## config.mk

```make
export PLATFORM = sky130hd
export DESIGN_NAME = ret_predictor
export DESIGN_NICKNAME = d
export VERILOG_FILES = /design/src/rtl/ret_predictor.sv
export SDC_FILE = /design/constraint.sdc
export NUM_CORES = 1
export LEC_CHECK = 0
export CAP_MARGIN = 20
export CORE_MARGIN = 5
export CORE_UTILIZATION = 27
export DETAILED_ROUTE_END_ITERATION = 10
export GPL_TIMING_DRIVEN = 1
export HOLD_SLACK_MARGIN = 0.03
export SYNTH_ARGS = -nofsm -noshare
export SYNTH_HDL_FRONTEND = slang
export SYNTH_SLANG_ARGS = --single-unit
```

## constraint.sdc

```tcl
create_clock -name clk -period 5.4 [get_ports clk]
set_input_delay 1.08 -clock clk [delete_from_list [all_inputs] [get_ports clk]]
set_output_delay 1.08 -clock clk [all_outputs]
set_load 0.005 [all_outputs]
```

## src/rtl/ret_predictor.sv

```systemverilog
// Return-address predictor: drives an external RAS from fetch and tracks unresolved returns until execute resolves them.
// Strobes/prediction/stall are same-cycle combinational; status pulses and counters register one cycle later; fetch stalls on full tracker.
module ret_predictor #(
    parameter int FIFO_DEPTH = 4,
    parameter int RAS_DEPTH  = 8
) (
    input  logic        clk,
    input  logic        rst_n,
    input  logic        fetch_valid,
    input  logic        fetch_is_call,
    input  logic        fetch_is_ret,
    input  logic [15:0] fetch_pc,
    output logic        ras_push,
    output logic [15:0] ras_new_data,
    output logic        ras_pop,
    input  logic [15:0] ras_top,
    output logic        pred_valid,
    output logic [15:0] pred_target,
    output logic        stall_fetch,
    input  logic        resolve_valid,
    input  logic [15:0] resolve_target,
    input  logic        flush,
    output logic        mispredict,
    output logic        resolve_err,
    output logic        overflow,
    output logic [3:0]  depth,
    output logic [7:0]  mispredict_cnt
);

    localparam int CW = $clog2(FIFO_DEPTH + 1);
    localparam int PW = (FIFO_DEPTH > 1) ? $clog2(FIFO_DEPTH) : 1;
    localparam logic [CW-1:0] FIFO_FULL = CW'(FIFO_DEPTH);
    localparam logic [PW-1:0] PTR_LAST  = PW'(FIFO_DEPTH - 1);
    localparam logic [3:0]    RAS_FULL  = 4'(RAS_DEPTH);

    typedef struct packed {
        logic        predicted;
        logic [15:0] target;
    } ret_entry_t;

    ret_entry_t    mem [FIFO_DEPTH];
    logic [PW-1:0] wr_ptr;
    logic [PW-1:0] rd_ptr;
    logic [CW-1:0] count;

    logic acc_call;
    logic acc_ret;
    logic deq;
    logic head_miss;

    function automatic logic [PW-1:0] ptr_inc(input logic [PW-1:0] p);
        return (p == PTR_LAST) ? '0 : p + PW'(1);
    endfunction

    // A ret with call also set is a ret only, so push and pop are mutually exclusive.
    always_comb begin
        stall_fetch  = (count == FIFO_FULL);
        acc_ret      = fetch_valid & fetch_is_ret & ~stall_fetch & ~flush;
        acc_call     = fetch_valid & fetch_is_call & ~fetch_is_ret;
        ras_push     = acc_call && (depth < RAS_FULL);
        ras_new_data = fetch_pc + 16'd1;
        ras_pop      = acc_ret && (depth != 4'd0);
        pred_valid   = ras_pop;
        pred_target  = ras_pop ? ras_top : 16'd0;
        deq          = resolve_valid && (count != '0) && !flush;
        head_miss    = !mem[rd_ptr].predicted || (mem[rd_ptr].target != resolve_target);
    end

    always_ff @(posedge clk) begin
        if (acc_ret)
            mem[wr_ptr] <= '{predicted: ras_pop, target: pred_target};
    end

    always_ff @(posedge clk or negedge rst_n) begin
        if (!rst_n) begin
            wr_ptr      <= '0;
            rd_ptr      <= '0;
            count       <= '0;
            mispredict  <= 1'b0;
            resolve_err <= 1'b0;
        end else if (flush) begin
            // Flush wins over any same-cycle resolve or enqueue.
            wr_ptr      <= '0;
            rd_ptr      <= '0;
            count       <= '0;
            mispredict  <= 1'b0;
            resolve_err <= 1'b0;
        end else begin
            if (acc_ret)
                wr_ptr <= ptr_inc(wr_ptr);
            if (deq)
                rd_ptr <= ptr_inc(rd_ptr);
            case ({acc_ret, deq})
                2'b10:   count <= count + CW'(1);
                2'b01:   count <= count - CW'(1);
                default: count <= count;
            endcase
            mispredict  <= deq && head_miss;
            resolve_err <= resolve_valid && (count == '0);
        end
    end

    always_ff @(posedge clk or negedge rst_n) begin
        if (!rst_n) begin
            depth          <= 4'd0;
            overflow       <= 1'b0;
            mispredict_cnt <= 8'd0;
        end else begin
            if (ras_push)
                depth <= depth + 4'd1;
            else if (ras_pop)
                depth <= depth - 4'd1;
            if (acc_call && (depth == RAS_FULL))
                overflow <= 1'b1;
            if (deq && head_miss && (mispredict_cnt != 8'hFF))
                mispredict_cnt <= mispredict_cnt + 8'd1;
        end
    end

endmodule

```

Word-level counts from Yosys, hierarchy flattened
Memories as Yosys holds them, arrays and structs flattened.
Index checks and enable logic that the tools add are counted.
{"block": "totals", "register_bits": 22, "elab_cells": 67, "memories": 1, "mem_bits_rw": 68, "in_bits": 55, "out_inout_bits": 51}
{"block": "op_classes", "bitwise": 8, "add_sub_neg": 8, "n_reduce_logical": 18, "n_mux": 15, "n_eq_ne": 8, "magnitude_cmp": 1}
{"memory": "mem", "words": 4, "word_bits": 17, "read_ports": 1, "rd_clocked_by_memory_dff": 0, "wr": 1, "line_no": "41", "source": "ret_entry_t mem [FIFO_DEPTH];"}
{"op": "$add A16 B1 Y16 const B", "count": 1}
{"op": "$mux W16", "count": 1}
{"op": "$ne A16 B16 Y1", "count": 1}
{"op": "$mux W2", "count": 6}
{"op": "$add A8 B1 Y8 const B", "count": 1}
{"op": "$logic_and A1 B1 Y1", "count": 8}
{"op": "$mux W4", "count": 2}
{"op": "$ne A8 B8 Y1 const B", "count": 1}
{"op": "$eq A2 B2 Y1 const B", "count": 3}
{"op": "$pmux W3 S2", "count": 1}
{"op": "$reduce_bool A2 Y1", "count": 3}
{"op": "$reduce_bool A3 Y1", "count": 2}
{"op": "$and A1 B1 Y1", "count": 5}
{"op": "$add A2 B1 Y2 const B", "count": 2}
{"op": "$add A4 B1 Y4 const B", "count": 1}
{"op": "$eq A4 B4 Y1 const B", "count": 1}
{"op": "$lt A4 B4 Y1 const B", "count": 1}
{"op": "$mux W1", "count": 4}
{"op": "$reduce_bool A4 Y1", "count": 1}
{"op": "$sub A4 B1 Y4 const B", "count": 1}
{"op": "$add A3 B1 Y3 const B", "count": 1}
{"op": "$eq A3 B3 Y1 const B", "count": 1}
{"op": "$logic_not A3 Y1", "count": 1}
{"op": "$mux W3", "count": 1}
{"op": "5 further kinds", "count": 8}

Depth between registers and ports, before layout
Gate-level depths: netlist of the first run.
{"block": "logic_depth", "depth_word": 7, "depth_mapped": 9, "depth_no_buf": 9}

Least setup slack after synthesis of the first run
No wires, ideal clock.
{"block": "synth_timing", "path_kind": "input to output", "startpoint": "input port fetch_is_ret", "endpoint": "output port pred_target[10]", "t_required_ns": 4.320, "setup_slack_ns": 1.968, "arrival_ns": 2.352, "path_stages": 4, "path_cell_list": "nand3_1 -> nor3_1 -> clkbuf_1 -> and2_1"}
{"block": "synth_via", "elab_chain_cells": 5}
{"item": "from (decl)", "line_no": "11", "source": "input logic fetch_is_ret,"}
{"item": "$and A1 B1 Y1 (3 in a row)", "line_no": "58", "source": "acc_ret = fetch_valid & fetch_is_ret & ~stall_fetch & ~flush;"}
{"item": "$logic_and A1 B1 Y1", "line_no": "62", "source": "ras_pop = acc_ret && (depth != 4'd0);"}
{"item": "named net pred_valid", "line_no": "17", "source": "output logic pred_valid,"}
{"item": "$mux W16", "line_no": "64", "source": "pred_target = ras_pop ? ras_top : 16'd0;"}
{"item": "to (decl)", "line_no": "18", "source": "output logic [15:0] pred_target,"}
The timed path passes the listed nets, and every way through them passes these cells.

Worst setup path in the final report of the first run
{"block": "layout_timing", "startpoint": "input port fetch_is_ret", "endpoint": "output port pred_target[9]"}
{"block": "layout_via", "elab_chain_cells": 5}
{"item": "$and A1 B1 Y1 (3 in a row)", "line_no": "58"}
{"item": "$logic_and A1 B1 Y1", "line_no": "62"}
{"item": "$mux W16", "line_no": "64"}
No other way between the ends.

==> results of run 1 <==
-- per-layer routing --
| metal | routed length (µm) | global-route usage | up-vias |
|---|---|---|---|
| li1 | - | - | 1354 |
| met1 | 4330 | 0.135 | 1378 |
| met2 | 5240 | 0.203 | 76 |
| met3 | 543 | 0.0260 | 4 |
| met4 | 85 | 0.0370 | 0 |
| met5 | 0 | 0 | - |
-- cells in the mapped netlist, types with 2 or more instances --
cell type	number	area share
nor3b_1	2	0.0035
a31oi_1	3	0.0044
nor3_1	4	0.0047
dfrtp_1	22	0.13
clkbuf_1	2	0.0018
o21ai_0	3	0.0035
mux4_2	14	0.074
xor2_1	10	0.021
nor2_1	15	0.013
and3_1	8	0.012
nand4_1	4	0.0059
nor4_1	2	0.0029
and2_1	20	0.029
nand3_1	13	0.015
nand2_1	16	0.014
inv_1	11	0.0097
buf_2	4	0.0047
fa_1	2	0.0094
mux2i_1	8	0.019
xnor2_1	28	0.058
ha_1	9	0.026
a21o_1	2	0.0035
mux2_2	2	0.0053
edfxtp_1	68	0.48
a21oi_1	13	0.015
or3_1	2	0.0029
-- sequential cells by signal, indices dropped and copies added (netlist names) --
register / cells
rd_ptr: 2
mispredict: 1
overflow: 1
resolve_err: 1
mem: 68
depth: 4
count: 3
mispredict_cnt: 8
wr_ptr: 2
-- power by group through the flow --
stage	registers [W]	clock network (W)	logic, W
4_1_cts	0.000886	0.000619	0.000500
2_1_floorplan	0.000868	0	0.000301
3_5_place_dp	0.000901	0	0.000496
6_report	0.000883	0.000596	0.000491
3_3_place_gp	0.000897	0	0.000493
5_1_grt	0.000895	0.000649	0.000543
-- cell type report --
type	count	share of cell area
Clock inverter	7	0.0102
Clock buffer	9	0.0383
Sequential cell	90	0.441
Tap cell	216	0.0460
Timing Repair Buffer	109	0.187
Multi-Input combinational cell	196	0.270
Inverter	11	0.00703
-- critical path, stage by stage --
cell	delay, ns
clkdlybuf4s50_1	0.49
nand3_1	0.27
nor3_2	0.38
buf_4	0.31
and2_1	0.26
clkdlybuf4s50_1	0.55
-- cells by family after synthesis --
kind of cell,after synthesis
muxes,24
AOI/OAI and AO/OA,28
adders and majority gates,11
DFF,90
xor gates and xnor gates,38
buffers and inverters,19
and+or+nand+nor,95
-- per-stage QoR --
stage	std cells	setup slack, ns
floorplan	305	1.97
global placement	621	1.07
detailed placement	621	0.943
CTS	637	0.945
global route	638	0.793
finish	638	0.966
-- placed cells by master, fill, tap and decap left out, drive strengths merged, types with 13 or more instances in the layout --
master	synthesis	final
inv	11	15
nand3	13	13
and2	21	21
clkdlybuf4s50	0	105
nor2	15	15
mux4	14	14
nand2	16	16
xnor2	28	28
a21oi	13	13
dfrtp	22	22
edfxtp	68	68
-- final timing paths --
kind	from	to	slack (ns)	depth (start not counted)
setup / recovery	fetch_is_ret	pred_target[9]	0.97	6
hold / removal	overflow	overflow	0.47	1
setup reg to reg	rd_ptr[0]	mispredict_cnt[1]	2.08	8
hold reg to reg	overflow	overflow	0.47	1
max in group asynchronous	rst_n	wr_ptr[1]	3.98	2
min in group asynchronous	rst_n	mispredict_cnt[4]	1.01	1
==> flow_summary_export.csv, run 1 <==
group,metric,value,unit
synthesis,synth_xor_area_frac,0.0781,
global_routing,grt_pass1_wl,15.9,mm
synthesis,ys_seq_area_frac,0.608,
global_routing,grt_use_total,0.114,
power,p_seq_frac,0.448,
timing,max_freq,0.226,GHz
timing,tightest_slew,1.06,ns
final_layout,post-route-cell-area,0.00588,mm²
final_layout,multiInputGateArea,0.00159,mm²
power,switchingPower,0.000552,W
placement,post_dp_cell_area,0.00556,mm²
synthesis,synthFlopType,"edfxtp_1",
global_routing,grt_overflow,0,
synthesis,synth_edf_count,68,
final_layout,drive_above_1_share,0.0924,
synthesis,synthCells,305,
global_routing,grt_max_degree,23,
clock_network,cts_resized,0,
synthesis,synth_compound_area_frac,0.0402,
placement,place_hpwl,7.36,mm
floorplan,die_y,136,µm
routing,via_per_inst,4.41,
synthesis,synth.avg_cell_area,14.0,µm²
clock_network,cts.clk_slew.worst_paths,0.06,ns
worst_setup_path,cp_max_fo,20,
final_layout,synthToLayoutAreaGrowth,37.9,%
worst_setup_path,cp-start-kind,"primary input",
routing,wl_per_cell,16.0,µm
timing,rsz0062_at_grt,"false",
floorplan,die_x,136,µm
power,power.density,335,mW/mm²
power,p_comb_frac,0.249,
synthesis,async_flop_share,0.244,
synthesis,ys_ff_latch,90,
final_layout,nets,483,
floorplan,core_area,0.0157,mm²
final_layout,antenna_cells,0,
synthesis,synth_area,0.00426,mm²
timing,finalSetupViolCount,0,
synthesis,synth_top_family_by_area,"simple AND/OR/NAND/NOR gates",
clock_network,cts_sinks,90,
routing,drt-total-wl,10.2,mm
timing,fin_setup_tns,0,ns
worst_setup_path,critPathKind,"primary input to output port",
synthesis,ys_types,44,
placement,portBuffers,105,
worst_setup_path,worstPathArrival,3.35,ns
clock_network,cts_buffer_depth,2,
synthesis,synth_fp_nets,371,
final_layout,final_util,0.375,
floorplan,initial_core_util,0.272,
power,ir_drop,0.000146,V
floorplan,die_area,0.0184,mm²
global_routing,grt_pass1_vias,2934,
power,p_leak,2.08,nW
synthesis,synthMuxAreaShare,0.0981,
worst_setup_path,crit_required,4.32,ns
routing,num_vias,2812,
routing,ant_nets,0,
clock_network,insertion_delay,0.34,ns
run,drv_cap,0,
clock_network,post-cts-setup-buffers,0,
timing,fin_crit_sh,0.821,
power,intPower,0.00142,W
synthesis,yosys_warnings,0,
timing,holdWs,0.474,ns
power,finalPower,0.00197,W
placement,routabilityCongestion,0.751,
routing,drc,0,
timing,drv_slew,0,
clock_network,postCtsHoldBufs,0,
floorplan,core.rowCount,46,
final_layout,ff_latch_area,0.00259,mm²
timing,finalClockSkew,0.00546,ns
power,switching_share,0.280,
synthesis,synthAdderAreaFrac,0.0358,
power,power_frac_clock,0.303,
routing,drt_pass1_iterations,5,
timing,hold_viol,0,
global_routing,antenna_found_initial,0,
timing,fin_crit,4.43,ns
final_layout,fillCellCount,1520,
worst_setup_path,cp-end-kind,"output port",
clock_network,htree_levels,3,
timing,max_slew_margin,0.295,
routing,initialDrtViolationCount,86,
clock_network,cts_tree,"built",
clock_network,root_buffer,"clkbuf_16",
synthesis,synth-simple-area-share,0.119,
floorplan,ios,106,
clock_network,cts_buffers,9,
run_status,outcome,"completed",
min_path,hold_class,"flop to flop",
(Power assumes the default switching activity.)
==> run 2, diff against run 1 <==
==> constraint.sdc (replaced) <==
create_clock -name clk -period 3.6 [get_ports clk]
set_input_delay 0.72 -clock clk [delete_from_list [all_inputs] [get_ports clk]]
set_output_delay 0.72 -clock clk [all_outputs]
set_load 0.005 [all_outputs]
==> run 2 against run 1 <==
Clock skew increased by 0.0028 ns; clock power increased by 56%; first-iteration DRC count increased by 8.1%.
==> flow_summary_export.csv, run 2 (synthesis gave the netlist of run 1 again) <==
group,metric,value,unit
run_status,outcome,"completed",
worst_setup_path,cp-start-kind,"primary input",
global_routing,grt_pass1_wl,15.0,mm
timing,finalSetupViolCount,0,
final_layout,fillCellCount,1541,
clock_network,root_buffer,"clkbuf_16",
worst_setup_path,critPathKind,"primary input to output port",
routing,drt-total-wl,9.82,mm
clock_network,post-cts-setup-buffers,0,
clock_network,cts_sinks,90,
global_routing,grt_use_total,0.107,
final_layout,synthToLayoutAreaGrowth,40.6,%
timing,rsz0062_at_grt,"false",
final_layout,drive_above_1_share,0.115,
clock_network,insertion_delay,0.34,ns
routing,initialDrtViolationCount,93,
placement,routabilityCongestion,0.738,
min_path,hold_class,"flop to flop",
routing,num_vias,2821,
power,switching_share,0.267,
worst_setup_path,crit_required,2.88,ns
timing,tightest_slew,0.469,ns
floorplan,core_area,0.0157,mm²
routing,wl_per_cell,15.1,µm
global_routing,grt_overflow,0,
placement,place_hpwl,7.27,mm
global_routing,antenna_found_initial,0,
power,p_comb_frac,0.260,
power,intPower,0.00220,W
timing,fin_setup_tns,0,ns
final_layout,largest_reg_flops,68,
routing,ant_nets,0,
worst_setup_path,cp_max_fo,3,
floorplan,die_x,136,µm
final_layout,largest-register,"mem",
routing,drt_pass1_iterations,4,
worst_setup_path,worstPathArrival,2.76,ns
placement,portBuffers,105,
power,ir_drop,0.000187,V
timing,finalClockSkew,0.00822,ns
timing,fin_crit,3.48,ns
final_layout,post-route-cell-area,0.00599,mm²
power,power.density,502,mW/mm²
timing,drv_slew,0,
power,power_frac_clock,0.310,
clock_network,cts_buffer_depth,2,
final_layout,largestRegisters,"mem x68, mispredict_cnt x8, depth x4",
final_layout,ff_latch_area,0.00259,mm²
final_layout,antenna_cells,0,
placement,post_dp_cell_area,0.00566,mm²
final_layout,layout_commonest_cell,"clkdlybuf4s50_1",
clock_network,cts_tree,"built",
final_layout,layout_common_cells,"clkdlybuf4s50_1, edfxtp_1, xnor2_1",
floorplan,die_area,0.0184,mm²
routing,drc,0,
global_routing,grt_pass1_vias,2926,
timing,max_slew_margin,0.687,
floorplan,initial_core_util,0.272,
clock_network,cts.clk_slew.worst_paths,0.07,ns
final_layout,multiInputGateArea,0.00159,mm²
power,p_leak,2.15,nW
worst_setup_path,cp-end-kind,"output port",
floorplan,die_y,136,µm
final_layout,nets,494,
power,switchingPower,0.000803,W
global_routing,grt_max_degree,26,
run,drv_cap,0,
floorplan,core.rowCount,46,
timing,max_freq,0.287,GHz
floorplan,ios,106,
power,p_seq_frac,0.430,
timing,fin_crit_sh,0.967,
clock_network,htree_levels,3,
routing,via_per_inst,4.35,
timing,hold_viol,0,
clock_network,cts_buffers,9,
## run 2: through the flow
stage          total power [W]  setup WS, ns   util  std cells  hold WS (ns)
5_1_grt                0.00318       0.00881  0.383        649         0.516
3_3_place_gp           0.00209         0.166  0.361        632         0.441
6_report               0.00301         0.117  0.383        649         0.457
4_1_cts                0.00305         0.108  0.381        648         0.461
2_1_floorplan          0.00175         0.888      -        305         0.424
3_5_place_dp           0.00210         0.116  0.361        632         0.445
## run 2: final timing paths
path	startpoint	endpoint	slack, ns	cells after the start
worst min register to register	overflow	overflow	0.46	1
worst max-delay path	fetch_pc[0]	ras_new_data[14]	0.12	8
worst max register to register	rd_ptr[0]	mispredict_cnt[1]	0.87	8
min in group asynchronous	rst_n	overflow	0.69	1
max in group asynchronous	rst_n	count[0]	2.48	2
worst min-delay path	overflow	overflow	0.46	1
## run 2: power groups by stage
stage | combinational (W) | sequential [W] | clock [W]
after floorplan | 0.000452 | 0.00130 | 0
after global placement | 0.000777 | 0.00131 | 0
after detailed placement | 0.000789 | 0.00131 | 0
after CTS | 0.000796 | 0.00129 | 0.000964
after global routing | 0.000866 | 0.00131 | 0.00101
final | 0.000782 | 0.00129 | 0.000931
## run 2: final cells by class
| class | instances | share of cell area |
|---|---|---|
| flip-flops and latches | 90 | 0.433 |
| multi-input cells | 196 | 0.266 |
| repair buffers | 120 | 0.200 |
| well taps | 216 | 0.0451 |
| clock buffers | 9 | 0.0376 |
| clock inverters | 7 | 0.0125 |
| inverters | 11 | 0.00689 |
## run 2: what timing repair did
action / in CTS / in global routing
setup endpoints to repair: 0 / 1
hold buffers: 0 / 0
resized for setup: 0 / 1
## run 2: critical path, cell delays in order
cell and delay, ns:
clkdlybuf4s50_1 0.51, ha_1 0.21, nand3_2 0.12, nor2_1 0.16, nand4_1 0.17, nor2_1 0.17, xor2_1 0.17, clkdlybuf4s50_1 0.52
## run 2: metal layers
layer	track usage	vias to the layer above	wire length (µm)
met5	0	-	0
met4	0.0386	0	79
met3	0.0297	9	593
met2	0.195	84	5120
met1	0.120	1353	4030
li1	-	1375	-
